===== config.mk =====
export PLATFORM = sky130hd
export DESIGN_NAME = fwd_hazard_ctrl
export DESIGN_NICKNAME = d
export VERILOG_FILES = /design/src/rtl/fwd_hazard_ctrl.sv
export SDC_FILE = /design/constraint.sdc
export NUM_CORES = 1
export LEC_CHECK = 0
export BUFFER_PORTS_ARGS = -buffer_cell sky130_fd_sc_hd__buf_4
export CORE_UTILIZATION = 44
export CTS_BUF_LIST = sky130_fd_sc_hd__clkbuf_8
export CTS_CLUSTER_DIAMETER = 50
export DETAILED_ROUTE_END_ITERATION = 8
export PLACE_DENSITY = 0.9
export SETUP_SLACK_MARGIN = 0.1
export SLEW_MARGIN = 20
export SYNTH_ARGS = -nofsm -noshare
export SYNTH_HDL_FRONTEND = slang
export SYNTH_SLANG_ARGS = --single-unit

===== constraint.sdc =====
create_clock -name clk -period 2.35 [get_ports clk]
set_input_delay 0.1175 -clock clk [delete_from_list [all_inputs] [get_ports clk]]
set_output_delay 0.1175 -clock clk [all_outputs]
set_load 0.05 [all_outputs]

===== src/rtl/fwd_hazard_ctrl.sv =====
// rtl/fwd_hazard_ctrl.sv - EX operand forwarding selects, load-use bubble and multiplier occupancy FSM
// Define HAZARD_STATS_EN to add the saturating stall_cycles counter port.
module fwd_hazard_ctrl #(
   parameter int REG_ADDR_W = 5,
   parameter int MULT_LAT   = 4
) (
   input  logic                  clk,
   input  logic                  arst_n,
   input  logic [REG_ADDR_W-1:0] id_rs1,
   input  logic [REG_ADDR_W-1:0] id_rs2,
   input  logic [REG_ADDR_W-1:0] ex_rs1,
   input  logic [REG_ADDR_W-1:0] ex_rs2,
   input  logic [REG_ADDR_W-1:0] ex_rd,
   input  logic                  ex_reg_write,
   input  logic                  ex_mem_read,
   input  logic                  ex_is_mult,
   input  logic [REG_ADDR_W-1:0] mem_rd,
   input  logic                  mem_reg_write,
   input  logic [REG_ADDR_W-1:0] wb_rd,
   input  logic                  wb_reg_write,
   output logic [1:0]            fwd_a_sel,
   output logic [1:0]            fwd_b_sel,
   output logic                  stall,
   output logic                  ex_hold,
   output logic                  bubble,
`ifdef HAZARD_STATS_EN
   output logic [15:0]           stall_cycles,
`endif
   output logic                  mult_done
);

   typedef enum logic [1:0] {
      ST_IDLE = 2'd0,
      ST_BUSY = 2'd1,
      ST_DONE = 2'd2
   } state_t;

   // BUSY exits once the counter reaches MULT_LAT-2, giving MULT_LAT-1 hold cycles in total
   localparam logic [3:0] LAST_CNT = 4'(MULT_LAT - 2);

   state_t     state_q, state_d;
   logic [3:0] cnt_q, cnt_d;
   logic       mult_hold;
   logic       mult_last;
   logic       load_use;

   function automatic logic [1:0] fwd_sel(input logic [REG_ADDR_W-1:0] src,
                                          input logic [REG_ADDR_W-1:0] m_rd,
                                          input logic                  m_we,
                                          input logic [REG_ADDR_W-1:0] w_rd,
                                          input logic                  w_we);
      logic [1:0] sel;
      sel = 2'b00;
      if (m_we && (m_rd != '0) && (m_rd == src)) begin
         sel = 2'b10;
      end else if (w_we && (w_rd != '0) && (w_rd == src)) begin
         sel = 2'b01;
      end
      return sel;
   endfunction

   always_comb begin
      fwd_a_sel = fwd_sel(ex_rs1, mem_rd, mem_reg_write, wb_rd, wb_reg_write);
      fwd_b_sel = fwd_sel(ex_rs2, mem_rd, mem_reg_write, wb_rd, wb_reg_write);
   end

   always_comb begin
      load_use = ex_mem_read && (ex_rd != '0) &&
                 ((ex_rd == id_rs1) || (ex_rd == id_rs2));
   end

   always_comb begin
      state_d   = state_q;
      cnt_d     = cnt_q;
      mult_hold = 1'b0;
      mult_last = 1'b0;
      case (state_q)
         ST_IDLE: begin
            cnt_d = '0;
            if (ex_is_mult) begin
               mult_hold = 1'b1;
               if (MULT_LAT == 2) begin
                  state_d = ST_DONE;
               end else begin
                  state_d = ST_BUSY;
                  cnt_d   = 4'd1;
               end
            end
         end
         ST_BUSY: begin
            mult_hold = 1'b1;
            cnt_d     = cnt_q + 4'd1;
            if (cnt_q == LAST_CNT) begin
               state_d = ST_DONE;
            end
         end
         ST_DONE: begin
            mult_last = 1'b1;
            cnt_d     = '0;
            state_d   = ST_IDLE;
         end
         default: begin
            cnt_d   = '0;
            state_d = ST_IDLE;
         end
      endcase
   end

   always_ff @(posedge clk or negedge arst_n) begin
      if (!arst_n) begin
         state_q <= ST_IDLE;
         cnt_q   <= '0;
      end else begin
         state_q <= state_d;
         cnt_q   <= cnt_d;
      end
   end

   // A held ID/EX must not be flushed, so the multiply suppresses the bubble
   always_comb begin
      stall     = arst_n & (mult_hold | load_use);
      ex_hold   = arst_n & mult_hold;
      bubble    = arst_n & load_use & ~mult_hold;
      mult_done = arst_n & mult_last;
   end

`ifdef HAZARD_STATS_EN
   logic [15:0] stall_cnt_q, stall_cnt_d;

   always_comb begin
      stall_cnt_d = stall_cnt_q;
      if (stall && (stall_cnt_q != 16'hFFFF)) begin
         stall_cnt_d = stall_cnt_q + 16'd1;
      end
   end

   always_ff @(posedge clk or negedge arst_n) begin
      if (!arst_n) begin
         stall_cnt_q <= '0;
      end else begin
         stall_cnt_q <= stall_cnt_d;
      end
   end

   assign stall_cycles = stall_cnt_q;
`endif

endmodule


==> run summary, run 1 <==
Die height: 41.5 um
Diode count: 0
Via/cell ratio: 5.34
Final nets: 175
Drt wl/cell: 14.2 um
Synth top area cells: xor2_1, dfrtp_1, xnor2_1, nor2_1, or4_1
Post-Syn Area: 686 um2
Lkg Pwr: 0.542 nW
Hold WS: 160 ps
Logic pwr share: 0.491
CTS Buf Count: 3
Routability congestion estimate from global placement: 0.912
Largest net degree at the start of global routing: 10
Vias in the first global route: 751
Crit Path Category: in2out
Sw frac: 0.389
Initial DRC Count: 10
Clock sink total: 6
CTS tree: yes
Max FO, Critical Path: 3
Final hold violations: 0
RSZ-0062 raised after global routing: no
Critical path capture point type: primary output
# rows: 13
Fin crit period: 1650 ps
Sequential fraction of the synthesis area: 0.219
Sequential share of power: 0.282
Worst path most repeated cell: buf_4
CP Data Required Time: 2230 ps
Final Setup Violations: 0
Grt total ovfl: 0
Max-slew violations: 0
Worst VDD drop: 0.670 mV
Switching power: 0.259 mW
Chip Width: 41.5 um
Worst clock skew: 0.133 ps
Mapped Cells: 77
Synth top area share: 0.319
Commonest non-fill, non-tap cells in the layout: buf_4, xor2_1, nor2_1
Crit path launch type: primary input
Detailed Place HPWL: 1.78 mm
Initial antenna violation count: 0
Clock group share of total power: 0.227
Fin crit share: 0.701
CP peak stage delay: 520 ps
CTS Hold Bufs: 1
Least-Margin Pin Slew: 499 ps
Via Count: 769
Layout fillers: 90
Fin Setup TNS: 0 ps
Residual DRC: 0
# IOs: 50
#FFs+latches synth: 6
Port bufs: 48
Die ar.: 1720 um2
Synthesis Warnings: 0
Pwr/cell area: 598 nW/um2
Async S/R FF share, synth: 1.00
Top_reg_cell synth: dfrtp_1
DRT Pass-1 Iters: 4
Slowest cell on crit path: or4_4
Leading area contributor after synthesis: xor2_1
Post-synth cell types: 23
Postcts setup bufs: 0
Syn nets: 121
Syn avg cell area: 8.90 um2
Area grow syn2layout: 62.8%
H-tree Lvls: 1
Total power: 0.668 mW
Worst-skew pair later-pin latency: 220 ps
Maximum clock frequency: 0.607 GHz
Share of layout cells above drive strength 1: 0.426
HP Class: in2reg
Core Box Area: 1370 um2
Final worst slack: 703 ps
Slew Limit Headroom: 0.665
First-pass GRT wire length: 3.24 mm
Max Cap Viol: 0
Worst-path clk slew: 30 ps
Initial core utilization: 0.502
CTS Buffer Depth: 2
CP Cell Sequence: buf_4 > or4_4 > o21ai_2 > nor4_1 > nor4_2 > buf_4
Clock root cell: clkbuf_8
Core Util, Final: 0.817
Number of synthesized flops with an enable pin: 0
Crit path DAT: 1530 ps
Leading cell type in the layout, fill and taps excluded: buf_4
Final ANT Viol Nets: 0
Pre-CTS setup slack: 703 ps
Internal power: 0.408 mW
Status: complete, no violations
Gr usage total: 0.245
Resized Gates After CTS: 0
Total wire length: 2.04 mm
-- cells by family after synthesis --
family | after synthesis | synth area share
XOR/XNOR | 32 | 0.409
flip-flops | 6 | 0.219
AO/OA/AOI/OAI | 6 | 0.0657
AND/OR/NAND/NOR | 29 | 0.250
buffers and inverters | 1 | 0.00547
multiplexers | 1 | 0.0146
adder cells (fa/ha/maj) | 2 | 0.0365
-- flip-flops by register name, indices dropped and copies added, names as in the netlist --
| name | cells |
|---|---|
| state_q | 2 |
| cnt_q | 4 |
-- layout make-up --
| cell class | instances | area (um2) | area share |
|---|---|---|---|
| multi-input combinational | 70 | 532 | 0.476 |
| timing repair buffer | 49 | 370 | 0.332 |
| sequential | 6 | 150 | 0.135 |
| clock buffer | 3 | 41.3 | 0.0370 |
| tap | 15 | 18.8 | 0.0168 |
| inverter | 1 | 3.75 | 0.00336 |
-- metal layers --
layer	vias to the layer above	wire [um]	global-route usage
met5	-	0	0
met1	363	735	0.244
met4	0	14	0.0839
met2	32	1160	0.488
met3	2	133	0.0478
li1	372	-	-
-- metrics by stage --
| step | std cells | cell area (um2) |
|---|---|---|
| floorplan | 77 | 686 |
| global placement | 140 | 1060 |
| detailed placement | 140 | 1060 |
| CTS | 144 | 1120 |
| global route | 144 | 1120 |
| finish | 144 | 1120 |
-- synth_stat cells (2+ instances only) --
master	number
nor2_1	10
or4_1	4
xor2_1	25
nor3_1	3
xnor2_1	7
ha_1	2
dfrtp_1	6
nor4_2	2
nor4_1	2
nand3_1	3
-- critical path, delay by kind of cell --
kind / cells / cell delay [ps]
simple gates: 3 / 900
buf+inv: 2 / 370
compound gates: 1 / 140
-- power by group through the flow --
| stage | registers (mW) | clock network [mW] | logic (mW) |
|---|---|---|---|
| floorplan | 0.178 | 0 | 0.201 |
| global placement | 0.184 | 0 | 0.311 |
| detailed placement | 0.188 | 0 | 0.324 |
| CTS | 0.189 | 0.156 | 0.331 |
| global route | 0.195 | 0.161 | 0.357 |
| finish | 0.189 | 0.151 | 0.328 |
-- worst paths after layout --
check / depth (start not counted) / end / from / slack, ps
setup / recovery: 6 / fwd_a_sel[0] / mem_rd[1] / 700
hold / removal: 3 / cnt_q[0]$_DFF_PN0_ / ex_is_mult / 160
setup reg to reg: 3 / state_q[0]$_DFFE_PN0P_ / cnt_q[0]$_DFF_PN0_ / 1360
hold reg to reg: 1 / state_q[0]$_DFFE_PN0P_ / state_q[1]$_DFFE_PN0P_ / 510
max in group asynchronous: 2 / cnt_q[2]$_DFF_PN0_ / arst_n / 1960
min in group asynchronous: 2 / cnt_q[0]$_DFF_PN0_ / arst_n / 260
No activity file was read; power rests on OpenSTA's default activity.
==> run 2: changes to the inputs <==
Settings changed: ABC_AREA set to 1, CORE_UTILIZATION 44 to 43, PLACE_DENSITY 0.9 to 0.85.
Clock period 2.35 ns to 1.7 ns, I/O delays scaled along.
==> run summary, run 2 <==
Via/cell ratio: 4.55 (was 5.34)
Slew Limit Headroom: 0.862 (was 0.665)
Area grow syn2layout: 56.4% (was 62.8%)
Hold Crit Start: ex_is_mult (unchanged)
Clock sink total: 6 (unchanged)
Fin crit share: 0.828
Worst VDD drop: 1.07 mV (was 0.670 mV)
Leading area contributor after synthesis: dfrtp_1 (was xor2_1)
Residual DRC: 0 (unchanged)
DRT Pass-1 Iters: 4 (unchanged)
WHS Endpoint: state_q[0]$_DFFE_PN0P_ (was cnt_q[0]$_DFF_PN0_)
Reg-to-reg slack, setup: 740 ps (was 1360 ps)
Design area: 1230 um2 (was 1120 um2)
Post-Syn Area: 786 um2 (was 686 um2)
CTS Buffer Depth: 2 (unchanged)
Max Cap Viol: 0 (unchanged)
Maximum clock frequency: 0.710 GHz
Syn avg cell area: 6.14 um2 (was 8.90 um2)
H-tree Lvls: 1 (unchanged)
Critical path capture point type: primary output (unchanged)
Worst clock skew: 0.570 ps (was 0.133 ps)
Synth top area cells: dfrtp_1, xnor2_1, nand2_1, nor2_1, inv_1 (was xor2_1, dfrtp_1, xnor2_1, nor2_1, or4_1)
Final Setup Violations: 0 (unchanged)
Share of layout cells above drive strength 1: 0.317 (was 0.426)
Via Count: 933 (was 769)
Initial core utilization: 0.455 (was 0.502)
Mapped Cells: 128 (was 77)
Final nets: 226 (was 175)
Lkg Pwr: 0.687 nW (was 0.542 nW)
Fin Setup TNS: 0 ps (unchanged)
Number of synthesized flops with an enable pin: 0 (unchanged)
Syn nets: 172 (was 121)
HP Class: in2reg (unchanged)
Post-place instance area: 1180 um2 (was 1060 um2)
Placed cell count: 201 (was 140)
Post-synth cell types: 16 (was 23)
# rows: 15 (was 13)
Max reg flops: 4 (unchanged)
Die height: 44.7 um (was 41.5 um)
Crit Path Category: reg2out (was in2out)
Synthesis Warnings: 0 (unchanged)
Resized Gates After CTS: 0 (unchanged)
Top_reg_cell synth: dfrtp_1 (unchanged)
RSZ-0062 raised after global routing: no (unchanged)
Detailed Place HPWL: 1.75 mm (was 1.78 mm)
Most numerous cell in the Yosys netlist: nand2_1 (was xor2_1)
Final ANT Viol Nets: 0 (unchanged)
Total wire length: 2.09 mm (was 2.04 mm)
Status: complete, no violations (unchanged)
Initial DRC Count: 15 (was 10)
Diode count: 0 (unchanged)
Async S/R FF share, synth: 1.00 (unchanged)
Pwr/cell area: 759 nW/um2 (was 598 nW/um2)
First-pass GRT wire length: 3.37 mm (was 3.24 mm)
Regs by FF count: cnt_q: 4 flops, state_q: 2 flops (unchanged)
Die ar.: 2000 um2 (was 1720 um2)
Crit path launch type: flip-flop (was primary input)
Largest net degree at the start of global routing: 10 (unchanged)
Commonest non-fill, non-tap cells in the layout: buf_4, nand2_1, nor2_1 (was buf_4, xor2_1, nor2_1)
Non-Filler Instances: 205 (was 144)
Fin crit period: 1410 ps
Critical R2R Capture: cnt_q[2]$_DFF_PN0_ (was state_q[0]$_DFFE_PN0P_)
CP Data Required Time: 1620 ps (was 2230 ps)
Port bufs: 48 (unchanged)
#FFs+latches synth: 6 (unchanged)
Final hold violations: 0 (unchanged)
Synth top area share: 0.191 (was 0.319)
Hold Path Depth: 3 (unchanged)
Sequential fraction of the synthesis area: 0.191 (was 0.219)
Worst R2R Path Depth: 3 (unchanged)
Gr usage total: 0.228 (was 0.245)
Grt total ovfl: 0 (unchanged)
CTS tree: yes (unchanged)
Initial antenna violation count: 0 (unchanged)
Drt wl/cell: 10.2 um (was 14.2 um)
# IOs: 50 (unchanged)
Area of the multi-input gates: 568 um2 (was 532 um2)
R2r startpoint: cnt_q[0]$_DFF_PN0_ (unchanged)
Worst-path clk slew: 40 ps (was 30 ps)
Total power: 0.932 mW (was 0.668 mW)
Layout fillers: 147 (was 90)
Clock root cell: clkbuf_8 (unchanged)
Max-slew violations: 0 (unchanged)
Vias in the first global route: 922 (was 751)
CTS Buf Count: 3 (unchanged)
Least-Margin Pin Slew: 206 ps (was 499 ps)
Leading cell type in the layout, fill and taps excluded: buf_4 (unchanged)
Postcts setup bufs: 0 (unchanged)
Routability congestion estimate from global placement: 0.843 (was 0.912)
Chip Width: 44.7 um (was 41.5 um)
Worst-skew pair later-pin latency: 220 ps (about the same)
Seq. cell area: 150 um2 (unchanged)
Core Box Area: 1730 um2 (was 1370 um2)
Top cells by instance count after synthesis: nand2_1, nor2_1, inv_1, xnor2_1 (was xor2_1, nor2_1, xnor2_1, dfrtp_1, or4_1)
Crit path DAT: 1320 ps (was 1530 ps)
Largest reg by FF count: cnt_q (unchanged)
Max FO, Critical Path: 6 (was 3)
## run 2: cell types whose count changed in the layout (fill, tap and decap cells not counted), moves of 2 or more
cell     before  now
nor4_2        2    0
nor3_2        0    2
nor4_1        2    0
nand3_1       3    7
o21ai_0       0    2
or4_1         4    0
nor2_1       10   23
xor2_1       25    7
xnor2_1       7   17
inv_1         1   17
nand2_1       1   38
## run 2: stage by stage
step / setup slack (ps) / hold WS (ps) / util
global placement: 588 / -95.5 / 0.682
CTS: 304 / 133 / 0.712
detailed placement: 575 / -94.2 / 0.682
global route: 194 / 145 / 0.712
floorplan: 188 / -211 / -
finish: 292 / 134 / 0.712
## run 2: area by class of cell
class,instances,area share
Timing Repair Buffer,49,0.301
Sequential cell,6,0.122
Multi-Input combinational cell,104,0.462
Clock buffer,3,0.0336
Inverter,18,0.0550
Tap cell,25,0.0255
## run 2: cells by family after synthesis
| group | after synthesis | synth area share |
|---|---|---|
| and+or+nand+nor | 75 | 0.400 |
| AOI/OAI and AO/OA | 3 | 0.0239 |
| DFF | 6 | 0.191 |
| buffers and inverters | 18 | 0.0860 |
| adders and majority gates | 2 | 0.0318 |
| xor gates and xnor gates | 24 | 0.268 |
## run 2: metal layers
metal  wire length, um  GRT usage  up-vias
met5                 0          0        -
met4                53     0.0909        0
met3               144     0.0440        6
met2              1050      0.450       44
met1               841      0.232      394
li1                  -          -      489
## run 2: critical path, cell delays in order (launching register included)
cell     delay, ps
dfrtp_1        360
inv_1           50
nor2_1         130
inv_1          120
nand2_1        110
nand2_1         70
nand2_1         70
buf_4          190
## run 2: how the worst max path moves through the flow
stage | start | to | slack (ps) | cells past startpoint
floorplan | mem_rd[1] | fwd_a_sel[0] | 190 | 4
global placement | state_q[1]$_DFFE_PN0P_ | stall | 590 | 6
detailed placement | state_q[1]$_DFFE_PN0P_ | stall | 570 | 6
CTS | state_q[0]$_DFFE_PN0P_ | stall | 300 | 7
global route | state_q[0]$_DFFE_PN0P_ | stall | 190 | 7
finish | state_q[0]$_DFFE_PN0P_ | stall | 290 | 7
## run 2: repair_timing
action / CTS / global route
hold endpoints to repair: 6 / 0
hold buffers: 1 / 0
endpoints found under the setup margin: 0 / 0
## run 2: power by group
part           internal (mW)  switching (mW)  total, mW
clock network          0.152          0.0603      0.212
logic                  0.202           0.283      0.485
registers              0.194          0.0411      0.235
